<file path="config.mk">
export PLATFORM = sky130hd
export DESIGN_NAME = ccff_loader
export DESIGN_NICKNAME = d
export VERILOG_FILES = /design/src/rtl/ccff_loader.sv
export SDC_FILE = /design/constraint.sdc
export NUM_CORES = 1
export LEC_CHECK = 0
export ABC_CLOCK_PERIOD_IN_PS = 2400
export CELL_PAD_IN_SITES_DETAIL_PLACEMENT = 2
export CELL_PAD_IN_SITES_GLOBAL_PLACEMENT = 2
export CORE_MARGIN = 2
export CORE_UTILIZATION = 36
export CTS_BUF_LIST = sky130_fd_sc_hd__clkbuf_4 sky130_fd_sc_hd__clkbuf_8
export CTS_CLUSTER_DIAMETER = 100
export DETAILED_ROUTE_END_ITERATION = 8
export DONT_BUFFER_PORTS = 1
export GPL_ROUTABILITY_DRIVEN = 0
export PLACE_DENSITY = 0.78
export SLEW_MARGIN = 20
export SYNTH_ARGS = -nofsm -noshare
export SYNTH_HDL_FRONTEND = slang
export SYNTH_SLANG_ARGS = --single-unit
</file>
<file path="constraint.sdc">
create_clock -name prog_clk -period 2.4 [get_ports prog_clk]
set_clock_uncertainty 0.2 [all_clocks]
set_input_delay 0.36 -clock prog_clk [delete_from_list [all_inputs] [get_ports prog_clk]]
set_output_delay 0.36 -clock prog_clk [all_outputs]
set_load 0.03 [all_outputs]
</file>
<file path="src/rtl/ccff_loader.sv">
// Loads a serial configuration chain from a word-wide bitstream and can
// read the chain back once, comparing a CRC-8 of the readback against the load.
module ccff_loader #(
   parameter int CHAIN_LEN = 160,
   parameter int WORD_W    = 8
) (
   input  logic              prog_clk,
   input  logic              prog_reset,
   input  logic              start,
   input  logic              verify_en,
   input  logic [WORD_W-1:0] cfg_data,
   input  logic              cfg_valid,
   output logic              cfg_ready,
   output logic              ccff_head,
   input  logic              ccff_tail,
   output logic              ccff_shift_en,
   output logic              busy,
   output logic              done,
   output logic              error,
   output logic [7:0]        crc_out
);

   localparam int NUM_WORDS = (CHAIN_LEN + WORD_W - 1) / WORD_W;
   localparam int CNT_W     = $clog2(CHAIN_LEN + 1);
   localparam int WC_W      = $clog2(NUM_WORDS + 1);
   localparam int BC_W      = $clog2(WORD_W + 1);

   localparam logic [CNT_W-1:0] LAST_BIT  = CNT_W'(CHAIN_LEN - 1);
   localparam logic [WC_W-1:0]  WORDS_MAX = WC_W'(NUM_WORDS);
   localparam logic [BC_W-1:0]  BUF_FULL  = BC_W'(WORD_W);
   localparam logic [BC_W-1:0]  BUF_ONE   = BC_W'(1);

   typedef enum logic [1:0] {
      S_IDLE,
      S_LOAD,
      S_VERIFY,
      S_DONE
   } state_t;

   state_t            state, state_next;
   logic [CNT_W-1:0]  bit_cnt;
   logic [WC_W-1:0]   word_cnt;
   logic [WORD_W-1:0] word_buf;
   logic [BC_W-1:0]   buf_cnt;
   logic [7:0]        crc, crc_nxt, ref_crc;
   logic              verify_q;
   logic              last_bit;
   logic              xfer;

   function automatic logic [7:0] crc_step(input logic [7:0] c, input logic b);
      logic fb;
      fb = c[7] ^ b;
      return {c[6:0], 1'b0} ^ (fb ? 8'h07 : 8'h00);
   endfunction

   assign last_bit = (bit_cnt == LAST_BIT);
   assign crc_nxt  = crc_step(crc, ccff_head);
   assign xfer     = cfg_valid && cfg_ready;
   assign crc_out  = crc;

   always_ff @(posedge prog_clk) begin
      // NOTE: state registers use non-blocking assignment so every flop samples pre-edge values.
      if (prog_reset) state <= S_IDLE;
      else            state <= state_next;
   end

   // Outputs are gated by reset so the chain cannot shift in the reset cycle itself.
   always_comb begin
      // NOTE: every output gets a default first; otherwise an unassigned path infers a latch.
      state_next    = state;
      cfg_ready     = 1'b0;
      ccff_shift_en = 1'b0;
      ccff_head     = 1'b0;
      busy          = 1'b0;
      done          = 1'b0;
      if (!prog_reset) begin
         unique case (state)
            S_IDLE: begin
               if (start) state_next = S_LOAD;
            end
            S_LOAD: begin
               busy = 1'b1;
               if (buf_cnt != '0) begin
                  ccff_shift_en = 1'b1;
                  ccff_head     = word_buf[0];
               end
               cfg_ready = ((buf_cnt == '0) || (buf_cnt == BUF_ONE && ccff_shift_en))
                           && (word_cnt < WORDS_MAX);
               if (ccff_shift_en && last_bit)
                  state_next = verify_q ? S_VERIFY : S_DONE;
            end
            S_VERIFY: begin
               busy          = 1'b1;
               ccff_shift_en = 1'b1;
               ccff_head     = ccff_tail;
               if (last_bit) state_next = S_DONE;
            end
            S_DONE: begin
               done = 1'b1;
               if (start) state_next = S_LOAD;
            end
         endcase
      end
   end

   always_ff @(posedge prog_clk) begin
      if (prog_reset) begin
         bit_cnt  <= '0;
         word_cnt <= '0;
         word_buf <= '0;
         buf_cnt  <= '0;
         crc      <= '0;
         ref_crc  <= '0;
         error    <= 1'b0;
         verify_q <= 1'b0;
      end else begin
         unique case (state)
            S_IDLE, S_DONE: begin
               if (start) begin
                  bit_cnt  <= '0;
                  word_cnt <= '0;
                  word_buf <= '0;
                  buf_cnt  <= '0;
                  crc      <= '0;
                  error    <= 1'b0;
                  verify_q <= verify_en;
               end
            end
            S_LOAD: begin
               if (ccff_shift_en) begin
                  crc     <= crc_nxt;
                  bit_cnt <= bit_cnt + 1'b1;
               end
               if (xfer) begin
                  word_buf <= cfg_data;
                  buf_cnt  <= BUF_FULL;
                  word_cnt <= word_cnt + 1'b1;
               end else if (ccff_shift_en) begin
                  word_buf <= word_buf >> 1;
                  buf_cnt  <= buf_cnt - 1'b1;
               end
               // Final chain bit: drop any padding bits left in the last word.
               if (ccff_shift_en && last_bit) begin
                  word_buf <= '0;
                  buf_cnt  <= '0;
                  ref_crc  <= crc_nxt;
                  crc      <= '0;
                  if (verify_q) bit_cnt <= '0;
               end
            end
            S_VERIFY: begin
               crc     <= crc_nxt;
               bit_cnt <= bit_cnt + 1'b1;
               if (last_bit) error <= (crc_nxt != ref_crc);
            end
         endcase
      end
   end

endmodule

</file>
Yosys cells after proc, flatten, opt, wreduce, memory -nomap -nowiden

Index checks and enable logic that the tools add are counted.

Output and inout port bits: 14
Logic and storage cells: 90
Input port bits: 14
Register bits after elaboration: 45

Muxes and demuxes: 43
Equal/unequal tests: 12
Reduce and logical (&&, ||, !) cells: 20
Add/subtract/negate cells: 3
Bitwise gates (word level): 2
Magnitude comparators: 1

Operators with widths:

| operator                                             | number |
|---|---|
| 2-to-1 mux 8 bit                                     | 9 |
| case mux 8 bit (3 select lines)                      | 2 |
| 2-to-1 mux 4 bit                                     | 4 |
| case mux 8 bit (2 select lines)                      | 1 |
| 2-to-1 mux 1 bit                                     | 15 |
| AND reduction 3 bit                                  | 4 |
| 2-to-1 mux 5 bit                                     | 2 |
| case mux 5 bit (2 select lines)                      | 1 |
| adder 8 x 1 -> 8 bit (second input constant)         | 1 |
| equality test 8 bit (second input constant)          | 1 |
| inequality test 8 bit                                | 1 |
| case mux 4 bit (2 select lines)                      | 1 |
| XOR 8 x 3 -> 8 bit                                   | 1 |
| 2-to-1 mux 2 bit                                     | 3 |
| inequality test 2 bit (second input constant)        | 3 |
| case mux 1 bit (2 select lines)                      | 3 |
| case mux 2 bit (3 select lines)                      | 1 |
| AND reduction 2 bit                                  | 3 |
| adder 5 x 1 -> 5 bit (second input constant)         | 1 |
| logical AND 1 bit                                    | 5 |
| less-than comparator 5 bit (second input constant)   | 1 |
| equality test 2 bit (second input constant)          | 2 |
| equality test 4 x 1 -> 1 bit (second input constant) | 1 |
| logical NOT 4 bit                                    | 1 |
| other kinds (12)                                     | 14 |

Depth between registers and ports, before layout

Depth in word-level cells: 13
Mapped depth: 11

Least setup slack after synthesis

Ideal clock, no wire load.

Path kind: reg-to-reg
From: register state[0]
To: register ref_crc[1]
Path slack: -0.432 ns
Setup time: 0.121 ns
Cell stages (with the launch flop): 9
Arrival: 2.512 ns
Clock period less this slack: 2.832 ns
Path through: dfxtp_1 inv_1 ha_1 buf_2 or2_0 buf_2 nor3_2 nand3_2 mux2_2

Elaborated cells on any way between the ends: 11
Classes of those cells: 2 x eq/ne; 5 x mux; 2 x bitwise; 2 x reduce/logical

RTL lines:

| element                                                                    | line | source |
|---|---|---|
| start: declaration                                                         | 40   | `state_t state, state_next;` |
| start signal: assignment                                                   | 64   | `else state <= state_next;` |
| equality test 2 bit / equality test 2 x 1 -> 1 bit (equally long branches) | 77   | `unique case (state)` |
| case mux 1 bit (2 select lines) *                                          | 77   |  |
| 2-to-1 mux 1 bit *                                                         | 76   | `if (!prog_reset) begin` |
| via ccff_shift_en                                                          | 16   | `output logic ccff_shift_en,` |
| logical AND 1 bit *                                                        | 143  | `if (ccff_shift_en && last_bit) begin` |
| AND reduction 2 bit (no line) *                                            | n/a  |  |
| end signal: assignment                                                     | 146  | `ref_crc <= crc_nxt;` |
| end: declaration                                                           | 45   | `logic [7:0] crc, crc_nxt, ref_crc;` |

Mark *: on every way through the listed nets, which the timed path passes. The rest lies on a longest branch.
A chain may end at the register's enable or synchronous reset.

Worst setup path after layout

From: register state[1]
To: register buf_cnt[2]

Longest elaborated chain between the ends: 7
Elaborated cells on any way between the ends: 18
Classes of those cells: 5 x eq/ne; 7 x mux; 6 x reduce/logical

Ends and longest elaborated chain:

| element                         | line    | source |
|---|---|---|
| equality test 2 x 1 -> 1 bit    | 77, 117 |  |
| 2-to-1 mux 1 bit                | 77      |  |
| 2-to-1 mux 1 bit                | 76      |  |
| logical AND 1 bit               | 58      | `assign xfer = cfg_valid && cfg_ready;` |
| 2-to-1 mux 4 bit                | 134     | `if (xfer) begin` |
| 2-to-1 mux 4 bit                | 143     |  |
| case mux 4 bit (2 select lines) | 117     | `unique case (state)` |
| end signal: assignment          | 140     | `buf_cnt <= buf_cnt - 1'b1;` |
| end: declaration                | 44      | `logic [BC_W-1:0] buf_cnt;` |

Parallel ways exist; a longest one is shown, timed or not.

==> flow_summary_export.csv <==
group,metric,value,unit
clock_network,htree_num_levels,2,
detailed_routing,vias,2465,
global_routing,first_global_vias,2517,
status,status,"finished with violations",
power_and_ir_drop,peakVddDrop,420,uV
critical_path,crit_path_max_fanout,4,
sta,max_freq,0.368,GHz
clock_network,cts_tree,"yes",
detailed_routing,drc,0,
final_layout,final_common_cell,"dfxtp_1",
sta,min_period,2720,ps
detailed_routing,wl_per_cell,25.1,um
global_routing,grt.overflow.total,0,
synthesis,synth_xor_area_frac,0.0561,
power_and_ir_drop,total_leakage_power,0.00131,uW
sta,timing.hold.ws,6.42,ps
detailed_routing,postRouteAntennaNets,0,
floorplanning,coreArea,6790,um^2
floorplanning,ios,28,
final_layout,nets,351,
global_routing,grt_start_max_net_pins,22,
floorplanning,chipWidth,87.7,um
synthesis,syn_area,2520,um^2
worst_hold_path,worstHoldPathType,"input port to register",
sta,hold_viol_final,0,
synthesis,synth_cells,295,
final_layout,drive_gt1_frac,0.313,
synthesis,synthMuxAreaShare,0.0730,
run,maxCapViolCount,0,
synthesis,synth_edf_count,0,
final_layout,syn_to_final_growth,30.4,%
synthesis,yosys.area_share.simple,0.222,
synthesis,ys_ff_latch,45,
clock_network,cts_num_sinks,45,
synthesis,synth_flop_cell,"dfxtp_1",
sta,setup_viol,13,
global_routing,grt_pass1_wl,13700,um
sta,period_share,1.13,
global_routing,antenna_found_initial,0,
synthesis,synth_top_family_by_area,"simple AND/OR/NAND/NOR gates",
synthesis,ys_warn_count,0,
critical_path,critical_path_class,"register to register",
final_layout,diodes,0,
synthesis,synthAdderAreaFrac,0.0447,
clock_network,clk_pin_slew,90,ps
global_routing,grtUsageTotal,0.234,
detailed_routing,drt_iter0_markers,155,
final_layout,fin_util,0.484,
status,failed_checks,"negative setup slack",
detailed_routing,viasPerCell,5.80,
final_layout,layout_common_cells,"dfxtp_1, buf_4, nor2_1, nand2_1, nand3_1",
synthesis,synthesis.nets,318,
synthesis,async_reset_ff_frac,0,
placed_design,port_buffers,0,
placed_design,dp.cells,397,
critical_path,critPathLaunchType,"register",
sta,grt_setup_unrepaired,"true",
power_and_ir_drop,totalPowerFinal,3110,uW
synthesis,synth_compound_area_frac,0.186,
floorplanning,die_y,87.7,um
final_layout,stdcell_count,425,
final_layout,multiInputGateArea,1720,um^2
detailed_routing,firstDrtPassIters,4,
clock_network,clock_path_buffers,2,
critical_path,cp.required,2450,ps
synthesis,synth_cell_types,62,
power_and_ir_drop,power_density,945,nW/um^2
placed_design,dp_hpwl,5440,um
floorplanning,die_area,7690,um^2
floorplanning,rows,30,
critical_path,endpoint_kind,"register",
synthesis,syn_area_per_cell,8.55,um^2
critical_path,arrival,2770,ps
sta,final.setup.worst_slack,-317,ps
synthesis,ys_seq_area_frac,0.357,
detailed_routing,wl,10700,um
clock_network,cts_buffers,5,
final_layout,regArea,906,um^2
sta,maxSlewHeadroom,0.395,
floorplanning,start_util,0.371,
clock_network,clock_latency,310,ps
sta,slew_violations,0,
final_layout,fillers,731,
sta,fin_setup_tns,-1180,ps
clock_network,cts_root_buf,"clkbuf_8",
sta,worstMarginPinSlew,905,ps
## cells by family after synthesis
logic type	count (synthesis)
buf+inv	31
simple gates	108
flops	45
fa+ha+maj	9
compound gates	70
xor+xnor	14
mux	18
## synthesized netlist by cell type (2+ instances only)
library cell	count	area share
nor2_1	30	0.045
a211oi_1	2	0.0060
o22a_1	2	0.0069
nand4_1	4	0.0099
nand2b_1	3	0.0074
buf_1	2	0.0030
nor3_1	7	0.014
a31oi_1	4	0.0099
and2_1	2	0.0050
nor3b_1	4	0.012
dfxtp_1	45	0.36
buf_4	7	0.021
inv_1	10	0.015
nand2_1	21	0.031
or3_1	2	0.0050
xor2_1	5	0.017
ha_1	9	0.045
buf_2	3	0.0060
a22oi_1	6	0.018
o31ai_1	3	0.0089
o22ai_1	2	0.0050
mux2_2	3	0.013
xnor2_1	8	0.028
a21oi_1	14	0.028
nand3_1	14	0.028
clkbuf_1	6	0.0089
o21ai_1	9	0.018
a21oi_2	2	0.0069
nor2b_1	5	0.012
mux2i_1	15	0.060
and3_1	2	0.0050
a21o_1	4	0.012
nor4_1	3	0.0074
o21ai_0	9	0.018
## flip-flops by register name, summed over array words and instances (netlist names)
signal / flops
bit_cnt: 8
crc_out: 8
ref_crc: 8
word_buf: 8
word_cnt: 5
buf_cnt: 4
state: 2
error: 1
verify_q: 1
## report_power, final
| group | leakage, uW | internal [uW] | switching, uW | total, uW |
|---|---|---|---|---|
| logic | 0.000908 | 712 | 1010 | 1730 |
| registers | 0.000365 | 797 | 75.9 | 873 |
| clock network | 0.0000408 | 217 | 290 | 508 |
## path summary, 6_finish.rpt
check                            startpoint          end  slack, ps  depth (start not counted)
worst min register to register  word_buf[1]  word_buf[1]        280                          2
worst max-delay path               state[1]   buf_cnt[2]       -320                          7
worst max register to register     state[1]   buf_cnt[2]       -320                          7
worst min-delay path                  start     verify_q          6                          2
## worst max-delay path, cell delays in order, from the launching register on
cell and delay (ps):
dfxtp_4 370, inv_4 60, ha_4 130, or4b_4 510, o41ai_1 640, a21oi_1 240, or3_1 360, a21oi_1 140
## metrics by stage
stage	worst slack [ps]	area (um^2)
after CTS	-50.3	3000
after global placement	-22.3	2770
after detailed placement	-127	2770
after global routing	-377	3290
after floorplan	7.21	2570
final	-317	3290
## routing by layer
| metal | part of all wire | routed length, um | track usage | up-vias |
|---|---|---|---|---|
| met5 | 0 | 0 | 0 | - |
| met4 | 0.046 | 486 | 0.0783 | 0 |
| met3 | 0.041 | 438 | 0.0471 | 34 |
| met2 | 0.51 | 5460 | 0.413 | 76 |
| met1 | 0.40 | 4280 | 0.284 | 1242 |
| li1 | - | - | - | 1113 |
## final cells by class
cell class / count / area share
sequential: 45 / 0.275
clock inverter: 2 / 0.00457
tap: 96 / 0.0365
clock buffer: 6 / 0.0232
multi-input combinational: 219 / 0.522
timing repair buffer: 45 / 0.121
inverter: 12 / 0.0167
## repair_timing
item,4_1_cts,5_1_grt
endpoints found under the setup margin,23,29
hold buffers,2,1
endpoints found under the hold margin,18,1
setup buffers,7,11
resized for setup,18,36
pin swaps,8,13
gates cloned,0,1
Note: power is estimated with default switching activity, not from simulation.
